## config.mk

```make
export PLATFORM = sky130hd
export DESIGN_NAME = reg_write_ctrl
export DESIGN_NICKNAME = d
export VERILOG_FILES = /design/src/rtl/reg_write_ctrl.sv
export SDC_FILE = /design/constraint.sdc
export NUM_CORES = 1
export LEC_CHECK = 0
export CAP_MARGIN = 20
export CORE_AREA = 3 3 143 145
export DETAILED_ROUTE_END_ITERATION = 8
export DIE_AREA = 0 0 146 148
export PLACE_DENSITY = 0.77
export SLEW_MARGIN = 0
export SYNTH_ARGS = -nofsm -noshare
export SYNTH_HDL_FRONTEND = slang
export SYNTH_SLANG_ARGS = --single-unit
```

## constraint.sdc

```tcl
create_clock -name clk_i -period 9.43 [get_ports clk_i]
set_input_delay 2.3575 -clock clk_i [delete_from_list [all_inputs] [get_ports clk_i]]
set_output_delay 2.3575 -clock clk_i [all_outputs]
set_load 0.05 [all_outputs]
```

## src/rtl/reg_write_ctrl.sv

```systemverilog
// Register-file write-port controller: post-reset zero sweep, then arbitration
// between in-order writebacks and a small FIFO of late dcache load returns.
module reg_write_ctrl #(
  parameter int DEPTH = 4,
  parameter int AW    = 5,
  parameter int DW    = 32
) (
  input  logic              clk_i,
  input  logic              rst_i,
  input  logic              wb_valid_i,
  input  logic [AW-1:0]     wb_addr_i,
  input  logic [DW-1:0]     wb_data_i,
  input  logic              mem_valid_i,
  input  logic [AW-1:0]     mem_addr_i,
  input  logic [DW-1:0]     mem_data_i,
  output logic              mem_ready_o,
  output logic              regwrite_o,
  output logic [AW-1:0]     writeaddr_o,
  output logic [DW-1:0]     writedata_o,
  output logic              busy_o,
  output logic [2**AW-1:0]  pending_o
);

  localparam int PW = $clog2(DEPTH);
  localparam logic [AW:0] SWEEP_END = {1'b1, {AW{1'b0}}};
  localparam logic [PW:0] FULL_CNT  = (PW+1)'(DEPTH);

  typedef enum logic {CLEAR, RUN} state_t;

  state_t          state_q, state_d;
  logic [AW:0]     cnt_q, cnt_d;

  logic [AW-1:0]   q_addr [DEPTH];
  logic [DW-1:0]   q_data [DEPTH];
  logic [DEPTH-1:0] q_live, live_d, kill;
  logic [PW-1:0]   wr_ptr, rd_ptr;
  logic [PW:0]     count;

  logic            wb_acc, push, push_live, pop, full, empty;
  logic            we_d;
  logic [AW-1:0]   addr_d;
  logic [DW-1:0]   data_d;

  assign full        = (count == FULL_CNT);
  assign empty       = (count == '0);
  assign busy_o      = (state_q == CLEAR);
  assign mem_ready_o = (state_q == RUN) && !full;

  // Register 0 is hardwired: requests to it are dropped before arbitration.
  assign wb_acc    = (state_q == RUN) && wb_valid_i && (wb_addr_i != '0);
  assign push      = mem_valid_i && mem_ready_o && (mem_addr_i != '0);
  assign push_live = !(wb_acc && (mem_addr_i == wb_addr_i));
  assign pop       = (state_q == RUN) && !wb_acc && !empty;

  // A writeback is younger than every queued load, so it kills same-address entries.
  always_comb begin
    kill   = '0;
    live_d = q_live;
    for (int i = 0; i < DEPTH; i++) begin
      kill[i]   = wb_acc && q_live[i] && (q_addr[i] == wb_addr_i);
      live_d[i] = q_live[i] && !kill[i];
      if (pop && (PW'(i) == rd_ptr)) live_d[i] = 1'b0;
      if (push && (PW'(i) == wr_ptr)) live_d[i] = push_live;
    end
  end

  always_comb begin
    pending_o = '0;
    for (int i = 0; i < DEPTH; i++)
      if (q_live[i]) pending_o[q_addr[i]] = 1'b1;
  end

  // NOTE: every signal assigned here gets a default first so no latch is inferred.
  always_comb begin
    state_d = state_q;
    cnt_d   = cnt_q;
    we_d    = 1'b0;
    addr_d  = writeaddr_o;
    data_d  = writedata_o;
    unique case (state_q)
      CLEAR: begin
        if (cnt_q == SWEEP_END) begin
          state_d = RUN;
        end else begin
          we_d   = 1'b1;
          addr_d = cnt_q[AW-1:0];
          data_d = '0;
          cnt_d  = cnt_q + 1'b1;
        end
      end
      RUN: begin
        if (wb_acc) begin
          we_d   = 1'b1;
          addr_d = wb_addr_i;
          data_d = wb_data_i;
        end else if (pop && q_live[rd_ptr]) begin
          we_d   = 1'b1;
          addr_d = q_addr[rd_ptr];
          data_d = q_data[rd_ptr];
        end
      end
      default: state_d = CLEAR;
    endcase
  end

  // NOTE: sequential state uses non-blocking assignments so all registers update together.
  always_ff @(posedge clk_i) begin
    if (!rst_i) begin
      state_q     <= CLEAR;
      cnt_q       <= '0;
      regwrite_o  <= 1'b0;
      writeaddr_o <= '0;
      writedata_o <= '0;
      wr_ptr      <= '0;
      rd_ptr      <= '0;
      count       <= '0;
      q_live      <= '0;
    end else begin
      state_q     <= state_d;
      cnt_q       <= cnt_d;
      regwrite_o  <= we_d;
      writeaddr_o <= addr_d;
      writedata_o <= data_d;
      q_live      <= live_d;
      if (push) wr_ptr <= wr_ptr + 1'b1;
      if (pop)  rd_ptr <= rd_ptr + 1'b1;
      count <= count + {{PW{1'b0}}, push} - {{PW{1'b0}}, pop};
    end
  end

  // NOTE: FIFO payload is not reset; only the live bits decide whether an entry counts.
  always_ff @(posedge clk_i) begin
    if (push) begin
      q_addr[wr_ptr] <= mem_addr_i;
      q_data[wr_ptr] <= mem_data_i;
    end
  end

endmodule

```

# == Yosys cells after proc, flatten, opt, wreduce, memory -nomap -nowiden ==
# Memory sizes are Yosys's and may differ from the RTL's. A register that Yosys moved wholly into a read port is not among the register bits.
# Cells that the tools add are included.
# word_totals
register_bits,56
ramBits,148
input_bits,78
word_cells,135
n_memories,2
# memory_table
name,words,word_bits,rd,rd_ports_with_merged_regs,wr,line,rtl
q_data,4,32,1,1,1,34,logic [DW-1:0] q_data [DEPTH];
q_addr,4,5,5,1,1,33,logic [AW-1:0] q_addr [DEPTH];
# op_classes
n_addsub,5
magnitude_cmp,9
n_eq_ne,15
muxes,42
bitwise,5
reduce_logical,48
# op_table
op,n
32-bit two-way mux,7
32-bit bitwise OR,3
32-bit case mux with 2 select lines,1
1-bit logical AND,33
5-bit == test,5
5-bit by 6-bit less-than comparator with 1-bit output (second input constant),4
1-bit demux with 5-bit select,4
5-bit by 1-bit >= comparator with 1-bit output (second input constant),4
1-bit two-way mux,20
5-bit two-way mux,3
5-bit case mux with 2 select lines,1
5-bit nonzero test,2
2-bit == test (first input constant),4
1-bit logical NOT,8
2-bit two-way mux,4
6-bit by 1-bit adder with 6-bit output (second input constant),1
6-bit == test (second input constant),1
2-bit by 1-bit adder with 2-bit output (second input constant),2
1-bit by 2-bit == test with 1-bit output (first input constant),2
2-bit logical NOT,2
2-bit AND reduction,2
3-bit by 1-bit adder with 3-bit output,1
3-bit == test (second input constant),1
3-bit logical NOT,1
other kinds (7),8

# == Depth between registers and ports, before layout ==
# Gate-level depths: netlist of run 1.
# logic_depth
ltp_word,11
mapped_depth,13
mapped_depth_nobuf,12

# == Least setup slack after synthesis of run 1 ==
# Ideal clock, no wire load.
# synth_path
kind,input to register
start,input port wb_addr_i[0]
end,register count[2]
t_arrival_ns,4.711
required_time_ns,9.299
setup_slack_ns,4.587
path_stages,13
cell_sequence,buf_4 > or4_1 > o21ai_1 > buf_2 > and2_1 > ha_1 > inv_1 > ha_1 > inv_1 > fa_1 > xor2_1 > xnor2_1 > nor2_1
# synth_via
elab_chain_cells,6
# synth_rtl
element,line,rtl
start: declaration,11,"input logic [AW-1:0] wb_addr_i,"
5-bit nonzero test,50,assign wb_acc = (state_q == RUN) && wb_valid_i && (wb_addr_i != '0);
1-bit logical AND,50,
1-bit logical NOT,53,assign pop = (state_q == RUN) && !wb_acc && !empty;
1-bit logical AND (2 in series),53,
via pop,39,"logic wb_acc, push, push_live, pop, full, empty;"
3-bit by 1-bit subtractor with 3-bit output,127,"count <= count + {{PW{1'b0}}, push} - {{PW{1'b0}}, pop};"
end signal: assignment,127,
end: declaration,37,logic [PW:0] count;
# The timed path passes the listed nets, and every way through them passes these cells.
# A chain may end at the register's enable or synchronous reset.

# == Worst setup path after layout of run 1 ==
# layout_path
start,input port wb_addr_i[1]
end,register count[2]
# The elaborated chain is that of the path after synthesis.

==> Implementation_results.wiki, run 1 <==
{| class="wikitable"
! Metric !! Value
|-
| Post-layout instance count excluding filler cells || 1039
|-
| Aggregate global-route resource usage || 20.92%
|-
| Leading area contributor after synthesis || sky130_fd_sc_hd__edfxtp_1
|-
| Power per cell area || 157.7 nW/um2
|-
| Sequential area share after synthesis || 61.85%
|-
| Net count of the finished layout || 852
|-
| Crit. Startpoint || wb_addr_i[1]
|-
| CP arrival || 5.75 ns
|-
| Number of nets produced by synthesis || 720
|-
| Die footprint || 21610 um2
|-
| Maximum number of pins on one net before global-route repair || 54
|-
| Tightest slew margin relative to the limit || 27.22%
|-
| Average wire per cell in the routed design || 22.38 um
|-
| Post-cts resize count || 0
|-
| Post-CTS Hold Buffers || 0
|-
| Wire length of the first global-routing pass || 36.14 mm
|-
| Cell with the most instances after synthesis || sky130_fd_sc_hd__edfxtp_1
|-
| Fillcell total || 1457
|-
| Clock transition at the registers of the reported paths || 0.06 ns
|-
| Setup slack of the critical path after layout || 4.006 ns
|-
| Overall die width || 146 um
|-
| Fraction of power consumed by combinational cells || 3.8%
|-
| Netlist area before placement || 9062 um2
|-
| Clock tree root driver cell || sky130_fd_sc_hd__clkbuf_16
|-
| Maximum VDD drop || 0.1180 mV
|-
| Final antenna-violating net count || 0
|-
| Setup bufs post-CTS || 0
|-
| Total number of placement rows || 51
|-
| Most frequent cells after synthesis || 148 x sky130_fd_sc_hd__edfxtp_1, 64 x sky130_fd_sc_hd__nor2_1, 58 x sky130_fd_sc_hd__dfxtp_1, 38 x sky130_fd_sc_hd__mux4_2
|-
| Reg2Reg Launch Point || state_q$_SDFF_PN0_
|-
| Post-layout minimum cycle time || 5.424 ns
|-
| Effective utilization at floorplan || 46.87%
|-
| First-pass iteration count of the detailed router || 6
|-
| Cell with the biggest individual delay on the critical path || sky130_fd_sc_hd__or4_1
|-
| CP max stage delay || 0.63 ns
|-
| Fin crit share || 57.52%
|-
| Post-route standard cell area excluding fillers || 11390 um2
|-
| Via density per instance || 6.130
|-
| Achievable Freq || 0.1844 GHz
|-
| Switching share of power || 19.66%
|-
| Count of input and output buffers || 149
|-
| Number of warnings printed during yosys synthesis || 0
|-
| Cell chain of the critical path || clkdlybuf4s50_1 > or4_1 > o21ai_1 > and2_1 > ha_1 > inv_1 > ha_1 > inv_1 > fa_1 > xor2_1 > xnor2_1 > nor2_1
|-
| Slew @ Worst Pin || 1.092 ns
|-
| Final weighted congestion in routability-driven placement || 0.9126
|-
| Data required time of the worst path || 9.75 ns
|-
| Vias post-DR || 6369
|-
| Category of cells accounting for the largest share of critical-path delay || simple AND/OR/NAND/NOR gates
|-
| Proportion of power drawn by flip-flops and latches || 54.1%
|-
| Internal power || 1.443 mW
|-
| Via count of the first global-routing pass || 6462
|-
| Drt initial violations || 681
|-
| Setup CP Type || in -> reg
|-
| Final wirelength || 23.25 mm
|-
| Fraction of final layout cells sized beyond drive strength 1 || 11.63%
|-
| Highest fanout seen on the critical path || 12
|-
| EDFF count, synth || 148
|-
| CTS Sinks || 206
|-
| Detailed placer's ending HPWL || 15.03 mm
|-
| Number of antenna violations at the first check in global routing || 0
|-
| Worst reg-to-reg setup slack || 6.23 ns
|-
| Area share of the leading cell type in the synthesized netlist || 49.04%
|-
| Share of total power in the clock network || 42.1%
|-
| Pleak || 3.622 nW
|-
| Die boundary height || 148 um
|-
| Post-Synthesis Mean Instance Area || 14.41 um2
|-
| CP startpoint kind || primary input
|-
| Placed cell count || 998
|-
| Result of the run || completed
|-
| Skew final || 0.009432 ns
|-
| Final total negative setup slack || 0 ns
|-
| Core box area || 19330 um2
|-
| Clock H-tree levels || 1
|-
| Max-cap viol count || 0
|-
| Sw Pwr || 353.3 uW
|-
| Startpoint of the tightest hold check path || writeaddr_o[4]$_SDFFE_PN0P_
|-
| Cell count after synthesis || 629
|-
| RSZ-0062 raised after global routing || false
|-
| Distinct cells, synth || 43
|-
| Number of buffers created by CTS || 21
|-
| Worst skew pair latency || 0.48 ns
|-
| Sort of element at the end of the critical path || flip-flop
|-
| Primary FF master, synth || sky130_fd_sc_hd__edfxtp_1
|-
| Global route total overflow || 0
|-
| Asr flop ratio synth || 0%
|-
| Area of placed instances || 10690 um2
|-
| Final count of hold timing violations || 0
|-
| Worst min path class || reg -> reg
|-
| Clock tree from TritonCTS || done
|-
| Final setup violation count || 0
|-
| Number of slew-limit violations in the final report || 0
|-
| Pre-CTS WS || 3.562 ns
|-
| Total Power || 1.797 mW
|-
| Synthesis-to-layout area growth || 25.71%
|-
| Synthesized flop and latch total || 206
|-
| Maximum buffer depth of the clock tree || 3
|-
| Diode insertion count for antenna repair || 0
|-
| Combined buffer and inverter count along the critical path || 3
|-
| Ranking of synthesized cells by area || sky130_fd_sc_hd__edfxtp_1 49%, sky130_fd_sc_hd__dfxtp_1 13%, sky130_fd_sc_hd__mux4_2 9.4%, sky130_fd_sc_hd__a222oi_1 3.5%, sky130_fd_sc_hd__nor2_1 2.7%
|-
| Total I/O pin count || 150
|-
| Post-route DRC violation count || 0
|}
[kinds of logic after synthesis]
logic type | share of synthesized area (%)
xor+xnor | 3.286
mux | 9.885
buf+inv | 3.079
compound gates | 11.53
simple gates | 8.491
flops | 61.85
fa+ha+maj | 1.878
[power by group through the flow]
| stage | registers (mW) | clock network [mW] | logic [mW] |
|---|---|---|---|
| floorplan | 0.995 | 0 | 0.0190 |
| finish | 0.972 | 0.756 | 0.0686 |
| CTS | 0.972 | 0.771 | 0.0684 |
| detailed placement | 0.991 | 0 | 0.0680 |
| global placement | 0.991 | 0 | 0.0646 |
| global route | 0.972 | 0.809 | 0.0730 |
[final timing paths]
kind | endpoint | cells after the start
max | count[2]$_SDFF_PN0_ | 12
min | writeaddr_o[4]$_SDFFE_PN0P_ | 2
max reg2reg | count[2]$_SDFF_PN0_ | 12
min reg2reg | writeaddr_o[4]$_SDFFE_PN0P_ | 2
[state kept, by name, indices dropped and copies added, names as in the netlist, named ones only]
name / flops
q_data: 128
writeaddr_o: 5
rd_ptr: 2
wr_ptr: 2
count: 3
state_q: 1
q_live: 4
regwrite_o: 1
writedata_o: 32
q_addr: 20
cnt_q: 6
[per-layer routing]
layer / vias to the layer above / share of wire (%) / track usage (%)
li1: 2808 / - / -
met2: 352 / 51 / 36.73
met1: 3148 / 38 / 26.92
met5: - / 0 / 0
met4: 0 / 2.3 / 5.974
met3: 61 / 8.4 / 3.740
[final cells by class]
class | instances | area, um2 | share of cell area [%]
timing repair buffer | 158 | 1607 | 14.10
inverter | 11 | 41.29 | 0.3624
clock inverter | 11 | 81.33 | 0.7139
sequential | 206 | 5608 | 49.23
multi-input combinational | 363 | 3183 | 27.94
tap | 265 | 331.6 | 2.910
clock buffer | 25 | 540.5 | 4.745
[worst register-to-register path, cell delays in order, from the launching register on]
cell                       delay (ns)
sky130_fd_sc_hd__dfxtp_1         0.64
sky130_fd_sc_hd__inv_1           0.22
sky130_fd_sc_hd__a21oi_1         0.34
sky130_fd_sc_hd__o211a_1         0.35
sky130_fd_sc_hd__clkinv_1        0.17
sky130_fd_sc_hd__ha_1            0.31
sky130_fd_sc_hd__inv_1           0.06
sky130_fd_sc_hd__ha_1            0.13
sky130_fd_sc_hd__inv_1           0.05
sky130_fd_sc_hd__fa_1            0.37
sky130_fd_sc_hd__xor2_1          0.20
sky130_fd_sc_hd__xnor2_1         0.14
sky130_fd_sc_hd__nor2_1          0.06
[layout by cell type, fill, tap and decap left out, types with 5 or more instances in the layout]
cell type | Yosys | final
sky130_fd_sc_hd__mux4_2 | 38 | 38
sky130_fd_sc_hd__clkinv_1 | 1 | 6
sky130_fd_sc_hd__nand2_1 | 18 | 18
sky130_fd_sc_hd__xor2_1 | 19 | 19
sky130_fd_sc_hd__a222oi_1 | 32 | 32
sky130_fd_sc_hd__clkdlybuf4s50_1 | 0 | 149
sky130_fd_sc_hd__nor2_1 | 64 | 64
sky130_fd_sc_hd__o221ai_1 | 16 | 16
sky130_fd_sc_hd__nand3b_1 | 10 | 10
sky130_fd_sc_hd__a221o_1 | 16 | 16
sky130_fd_sc_hd__edfxtp_1 | 148 | 148
sky130_fd_sc_hd__a22oi_1 | 21 | 21
sky130_fd_sc_hd__ha_1 | 12 | 12
sky130_fd_sc_hd__nor3b_1 | 8 | 8
sky130_fd_sc_hd__xnor2_1 | 15 | 15
sky130_fd_sc_hd__a211o_1 | 5 | 5
sky130_fd_sc_hd__o22ai_1 | 16 | 16
sky130_fd_sc_hd__and3_1 | 5 | 5
sky130_fd_sc_hd__dfxtp_1 | 58 | 56
sky130_fd_sc_hd__nor3_1 | 9 | 9
sky130_fd_sc_hd__a21oi_1 | 7 | 7
sky130_fd_sc_hd__nand3_1 | 10 | 10
sky130_fd_sc_hd__or3b_2 | 5 | 5
sky130_fd_sc_hd__inv_1 | 9 | 9
sky130_fd_sc_hd__nand4_1 | 8 | 8
sky130_fd_sc_hd__clkbuf_16 | 0 | 21
[through the flow]
stage	util [%]	hold slack [ns]
2_1_floorplan	-	0.4692
3_3_place_gp	55.26	0.4468
3_5_place_dp	55.26	0.4514
4_1_cts	58.48	0.4582
5_1_grt	58.92	0.4759
6_report	58.92	0.4591
(Power assumes the default switching activity.)
==> run 2: changes to the inputs <==
Clock period 9.43 ns to 5.62 ns, I/O delays scaled along.
==> run 2 against run 1 <==
Effect of this change:
- clock-buffer cell count increased by 1
- clock skew increased by 0.014 ns
- largest cell class unchanged
- core utilization rose by 0.19 points
- largest power group unchanged
- global-route usage is 0.22 points higher
==> Implementation_results.wiki, run 2 (same netlist as run 1, synthesis figures left out) <==
{| class="wikitable"
! Metric !! Value
|-
| Net count of the finished layout || 853
|-
| Max-cap viol count || 0
|-
| Total I/O pin count || 150
|-
| Setup CP Type || reg -> out
|-
| Diode insertion count for antenna repair || 0
|-
| CP startpoint kind || flip-flop
|-
| Reg with most FFs || q_data
|-
| Clock tree from TritonCTS || done
|-
| Average wire per cell in the routed design || 22.52 um
|-
| Aggregate global-route resource usage || 21.15%
|-
| Highest fanout seen on the critical path || 8
|-
| Post-CTS Hold Buffers || 0
|-
| Slew @ Worst Pin || 1.269 ns
|-
| CTS Sinks || 206
|-
| Via count of the first global-routing pass || 6519
|-
| Setup bufs post-CTS || 0
|-
| Post-route DRC violation count || 0
|-
| Post-layout minimum cycle time || 4.677 ns
|-
| Final count of hold timing violations || 0
|-
| Fillcell total || 1474
|-
| CP arrival || 3.27 ns
|-
| Final weighted congestion in routability-driven placement || 0.8419
|-
| Data required time of the worst path || 4.22 ns
|-
| Result of the run || completed
|-
| Via density per instance || 6.108
|-
| Leading cell types in the layout, fill and taps excluded || 149 x sky130_fd_sc_hd__clkdlybuf4s50_1, 148 x sky130_fd_sc_hd__edfxtp_1, 64 x sky130_fd_sc_hd__nor2_1
|-
| Overall die width || 146 um
|-
| Pleak || 3.643 nW
|-
| Clock transition at the registers of the reported paths || 0.06 ns
|-
| Synthesis-to-layout area growth || 26.11%
|-
| Worst Hold Margin || 0.4505 ns
|-
| Number of slew-limit violations in the final report || 0
|-
| First-pass iteration count of the detailed router || 9
|-
| Detailed placer's ending HPWL || 14.86 mm
|-
| Most frequent standard cell in the layout excluding fill and tap cells || sky130_fd_sc_hd__clkdlybuf4s50_1
|-
| Skew final || 0.02333 ns
|-
| Tightest slew margin relative to the limit || 15.24%
|-
| Die footprint || 21610 um2
|-
| Largest registers || q_data (128), writedata_o (32), q_addr (20)
|-
| Achievable Freq || 0.2138 GHz
|-
| Number of antenna violations at the first check in global routing || 0
|-
| Clock H-tree levels || 1
|-
| Final total negative setup slack || 0 ns
|-
| Final antenna-violating net count || 0
|-
| Total Power || 3.076 mW
|-
| Worst min path class || reg -> reg
|-
| Sort of element at the end of the critical path || output port
|-
| Max FFs per register || 128
|-
| Post-cts resize count || 0
|-
| Final setup violation count || 0
|-
| Drt initial violations || 608
|-
| Core box area || 19330 um2
|-
| Total number of placement rows || 51
|-
| Fin crit share || 83.22%
|-
| Count of input and output buffers || 149
|-
| Die boundary height || 148 um
|-
| Worst skew pair latency || 0.49 ns
|-
| Number of buffers created by CTS || 21
|-
| Maximum VDD drop || 0.2241 mV
|-
| Final wirelength || 23.44 mm
|-
| RSZ-0062 raised after global routing || false
|-
| Wire length of the first global-routing pass || 36.46 mm
|-
| Effective utilization at floorplan || 46.87%
|-
| Maximum number of pins on one net before global-route repair || 54
|-
| Power per cell area || 269.1 nW/um2
|-
| Global route total overflow || 0
|-
| Clock tree root driver cell || sky130_fd_sc_hd__clkbuf_16
|-
| Maximum buffer depth of the clock tree || 3
|-
| Fraction of final layout cells sized beyond drive strength 1 || 12.11%
|-
| Vias post-DR || 6358
|}
[run 2: worst paths after layout]
check / startpoint / to / slack (ns) / cells past startpoint
setup / recovery: q_addr[0][1]$_DFFE_PP_ / pending_o[4] / 0.94 / 4
hold / removal: writeaddr_o[1]$_SDFFE_PN0P_ / writeaddr_o[1]$_SDFFE_PN0P_ / 0.45 / 2
setup reg to reg: state_q$_SDFF_PN0_ / count[2]$_SDFF_PN0_ / 2.50 / 12
hold reg to reg: writeaddr_o[1]$_SDFFE_PN0P_ / writeaddr_o[1]$_SDFFE_PN0P_ / 0.45 / 2
[run 2: where the power goes]
group	switching [mW]	internal [mW]	leakage, nW
Clock	0.537	0.792	0.328
Sequential	0.00304	1.63	1.80
Combinational	0.0515	0.0632	1.52
[run 2: final cells by class]
class | instances | area [um2] | area share (%)
Inverter | 11 | 41.29 | 0.3613
Sequential cell | 206 | 5608 | 49.07
Timing Repair Buffer | 159 | 1602 | 14.01
Multi-Input combinational cell | 363 | 3183 | 27.85
Clock inverter | 11 | 108.9 | 0.9525
Clock buffer | 26 | 554.3 | 4.850
Tap cell | 265 | 331.6 | 2.901
[run 2: critical path: stages, from the launching register on]
cell and delay [ns]:
sky130_fd_sc_hd__edfxtp_1 0.51, sky130_fd_sc_hd__nor3b_1 1.05, sky130_fd_sc_hd__a22oi_1 0.26, sky130_fd_sc_hd__o221ai_1 0.14, sky130_fd_sc_hd__clkdlybuf4s50_1 0.84
[run 2: stage by stage]
| step | util, % | setup WS, ns | area, um2 | instances |
|---|---|---|---|---|
| 2_1_floorplan | - | 1.730 | 9062 | 629 |
| 3_3_place_gp | 55.34 | 1.262 | 10700 | 1000 |
| 3_5_place_dp | 55.34 | 1.171 | 10700 | 1000 |
| 4_1_cts | 58.77 | 1.003 | 11360 | 1037 |
| 5_1_grt | 59.11 | 0.9469 | 11430 | 1041 |
| 6_report | 59.11 | 0.9431 | 11430 | 1041 |
[run 2: layer usage]
metal | vias up | share of wire [%] | track usage (%) | routed length, um
li1 | 2801 | - | - | -
met1 | 3172 | 39 | 26.53 | 9072
met2 | 318 | 51 | 37.17 | 11950
met3 | 67 | 7.6 | 3.924 | 1791
met4 | 0 | 2.7 | 7.244 | 631
met5 | - | 0 | 0 | 0
==> run 3: changes to the inputs <==
Clock period 5.62 ns to 4.4 ns, I/O delays scaled along.
==> run 3 against run 2 <==
Effect of this change:
- global-route usage shrank 0.84 points
- cell count grew 0.77%
- highest routed layer unchanged
- clock-buffer cell count grew 1
- cell area grew 1.1%
- critical path type unchanged
- hold slack gained 0.0093 ns
==> Implementation_results.wiki, run 3 (same netlist as run 1, synthesis figures left out) <==
{| class="wikitable"
! Metric !! Value
|-
| RSZ-0062 raised after global routing || false
|-
| Max-cap viol count || 0
|-
| Count of input and output buffers || 149
|-
| Post-CTS Hold Buffers || 0
|-
| Area of placed instances || 10760 um2
|-
| Skew final || 0.01609 ns
|-
| Number of buffers created by CTS || 22
|-
| Number of antenna violations at the first check in global routing || 0
|-
| Via count of the first global-routing pass || 6466
|-
| Final count of hold timing violations || 0
|-
| Core box area || 19330 um2
|-
| Total I/O pin count || 150
|-
| Result of the run || completed
|-
| Wire length of the first global-routing pass || 35.29 mm
|-
| Maximum buffer depth of the clock tree || 3
|-
| Cell chain of the critical path || or3b_2 > o22ai_1 > a221o_1 > clkdlybuf4s50_1
|-
| Max FFs per register || 128
|-
| Worst skew pair latency || 0.50 ns
|-
| Total number of placement rows || 51
|-
| Largest registers || q_data (128), writedata_o (32), q_addr (20)
|-
| Die footprint || 21610 um2
|-
| Die boundary height || 148 um
|-
| Number of slew-limit violations in the final report || 0
|-
| Post-route standard cell area excluding fillers || 11550 um2
|-
| Highest fanout seen on the critical path || 10
|-
| Fraction of final layout cells sized beyond drive strength 1 || 13.14%
|-
| Fillcell total || 1449
|-
| Clock tree from TritonCTS || done
|-
| Maximum VDD drop || 0.3262 mV
|-
| Post-cts resize count || 0
|-
| Via density per instance || 6.018
|-
| Overall die width || 146 um
|-
| Aggregate global-route resource usage || 20.30%
|-
| Data required time of the worst path || 3.30 ns
|-
| Effective utilization at floorplan || 46.87%
|-
| Category of cells accounting for the largest share of critical-path delay || buffers and inverters
|-
| Power per cell area || 357.6 nW/um2
|-
| Final total negative setup slack || 0 ns
|-
| Synthesis-to-layout area growth || 27.45%
|-
| Final wirelength || 22.70 mm
|-
| Clock H-tree levels || 1
|-
| CP max stage delay || 0.79 ns
|-
| Post-layout minimum cycle time || 3.908 ns
|-
| Diode insertion count for antenna repair || 0
|-
| Worst min path class || reg -> reg
|-
| Tightest slew margin relative to the limit || 28.03%
|-
| Final setup violation count || 0
|-
| CP startpoint kind || flip-flop
|-
| Cell with the biggest individual delay on the critical path || sky130_fd_sc_hd__clkdlybuf4s50_1
|-
| Setup CP Type || reg -> out
|-
| Vias post-DR || 6313
|-
| Global route total overflow || 0
|-
| Sort of element at the end of the critical path || output port
|-
| Slew @ Worst Pin || 1.080 ns
|-
| Post-route DRC violation count || 0
|-
| Pleak || 3.708 nW
|-
| Leading cell types in the layout, fill and taps excluded || 149 x sky130_fd_sc_hd__clkdlybuf4s50_1, 148 x sky130_fd_sc_hd__edfxtp_1, 64 x sky130_fd_sc_hd__nor2_1
|-
| Most frequent standard cell in the layout excluding fill and tap cells || sky130_fd_sc_hd__clkdlybuf4s50_1
|-
| Fin crit share || 88.83%
|-
| Reg with most FFs || q_data
|-
| Combined buffer and inverter count along the critical path || 1
|-
| CTS Sinks || 206
|-
| Maximum number of pins on one net before global-route repair || 39
|-
| Setup bufs post-CTS || 0
|-
| Net count of the finished layout || 859
|-
| Average wire per cell in the routed design || 21.64 um
|-
| Drt initial violations || 673
|-
| Final antenna-violating net count || 0
|-
| Detailed placer's ending HPWL || 14.90 mm
|-
| First-pass iteration count of the detailed router || 8
|-
| Clock transition at the registers of the reported paths || 0.06 ns
|-
| Achievable Freq || 0.2559 GHz
|-
| CP arrival || 2.81 ns
|-
| Clock tree root driver cell || sky130_fd_sc_hd__clkbuf_16
|-
| Final weighted congestion in routability-driven placement || 0.9155
|-
| Final Util || 59.74%
|}
-- run 3: worst register-to-register path, delay by kind of cell (launching register included) --
kind	cells	cell delay (ns)
AND/OR/NAND/NOR	3	0.86
adder cells (fa/ha/maj)	3	0.75
flip-flops	1	0.64
buffers and inverters	3	0.33
XOR/XNOR	2	0.33
-- run 3: final cells by class --
class | instances | area (um2) | share of cell area, %
multi-input cells | 363 | 3183 | 27.56
clock buffers | 27 | 579.3 | 5.016
well taps | 265 | 331.6 | 2.871
inverters | 11 | 41.29 | 0.3575
repair buffers | 164 | 1624 | 14.06
flip-flops and latches | 206 | 5608 | 48.55
clock inverters | 13 | 182.7 | 1.582
-- run 3: path summary, 6_finish.rpt --
kind	startpoint	end	slack (ns)	cells after the start
hold / removal	writeaddr_o[4]$_SDFFE_PN0P_	writeaddr_o[4]$_SDFFE_PN0P_	0.46	2
hold reg to reg	writeaddr_o[4]$_SDFFE_PN0P_	writeaddr_o[4]$_SDFFE_PN0P_	0.46	2
setup reg to reg	state_q$_SDFF_PN0_	count[2]$_SDFF_PN0_	1.36	11
setup / recovery	q_addr[2][4]$_DFFE_PP_	pending_o[10]	0.49	4
-- run 3: stage by stage --
step	setup WS, ns	hold WS [ns]	std cells	power (mW)
after floorplan	0.8150	0.4692	629	2.173
after global placement	0.5693	0.4530	1008	2.267
after detailed placement	0.4988	0.4528	1008	2.274
after CTS	0.5030	0.4638	1048	4.164
after global routing	0.3711	0.4801	1049	4.244
final	0.4916	0.4599	1049	4.131
-- run 3: metal layers --
metal	up-vias	track usage, %	share of wire (%)
met2	343	35.85	50
met3	62	3.158	7.0
li1	2819	-	-
met1	3089	24.91	39
met5	-	0	0
met4	0	8.843	3.4
-- run 3: power by group --
group          switching (mW)  internal (mW)  leakage, nW
Sequential            0.00399           2.08         1.80
Clock                   0.718           1.18        0.371
Combinational          0.0660         0.0837         1.54
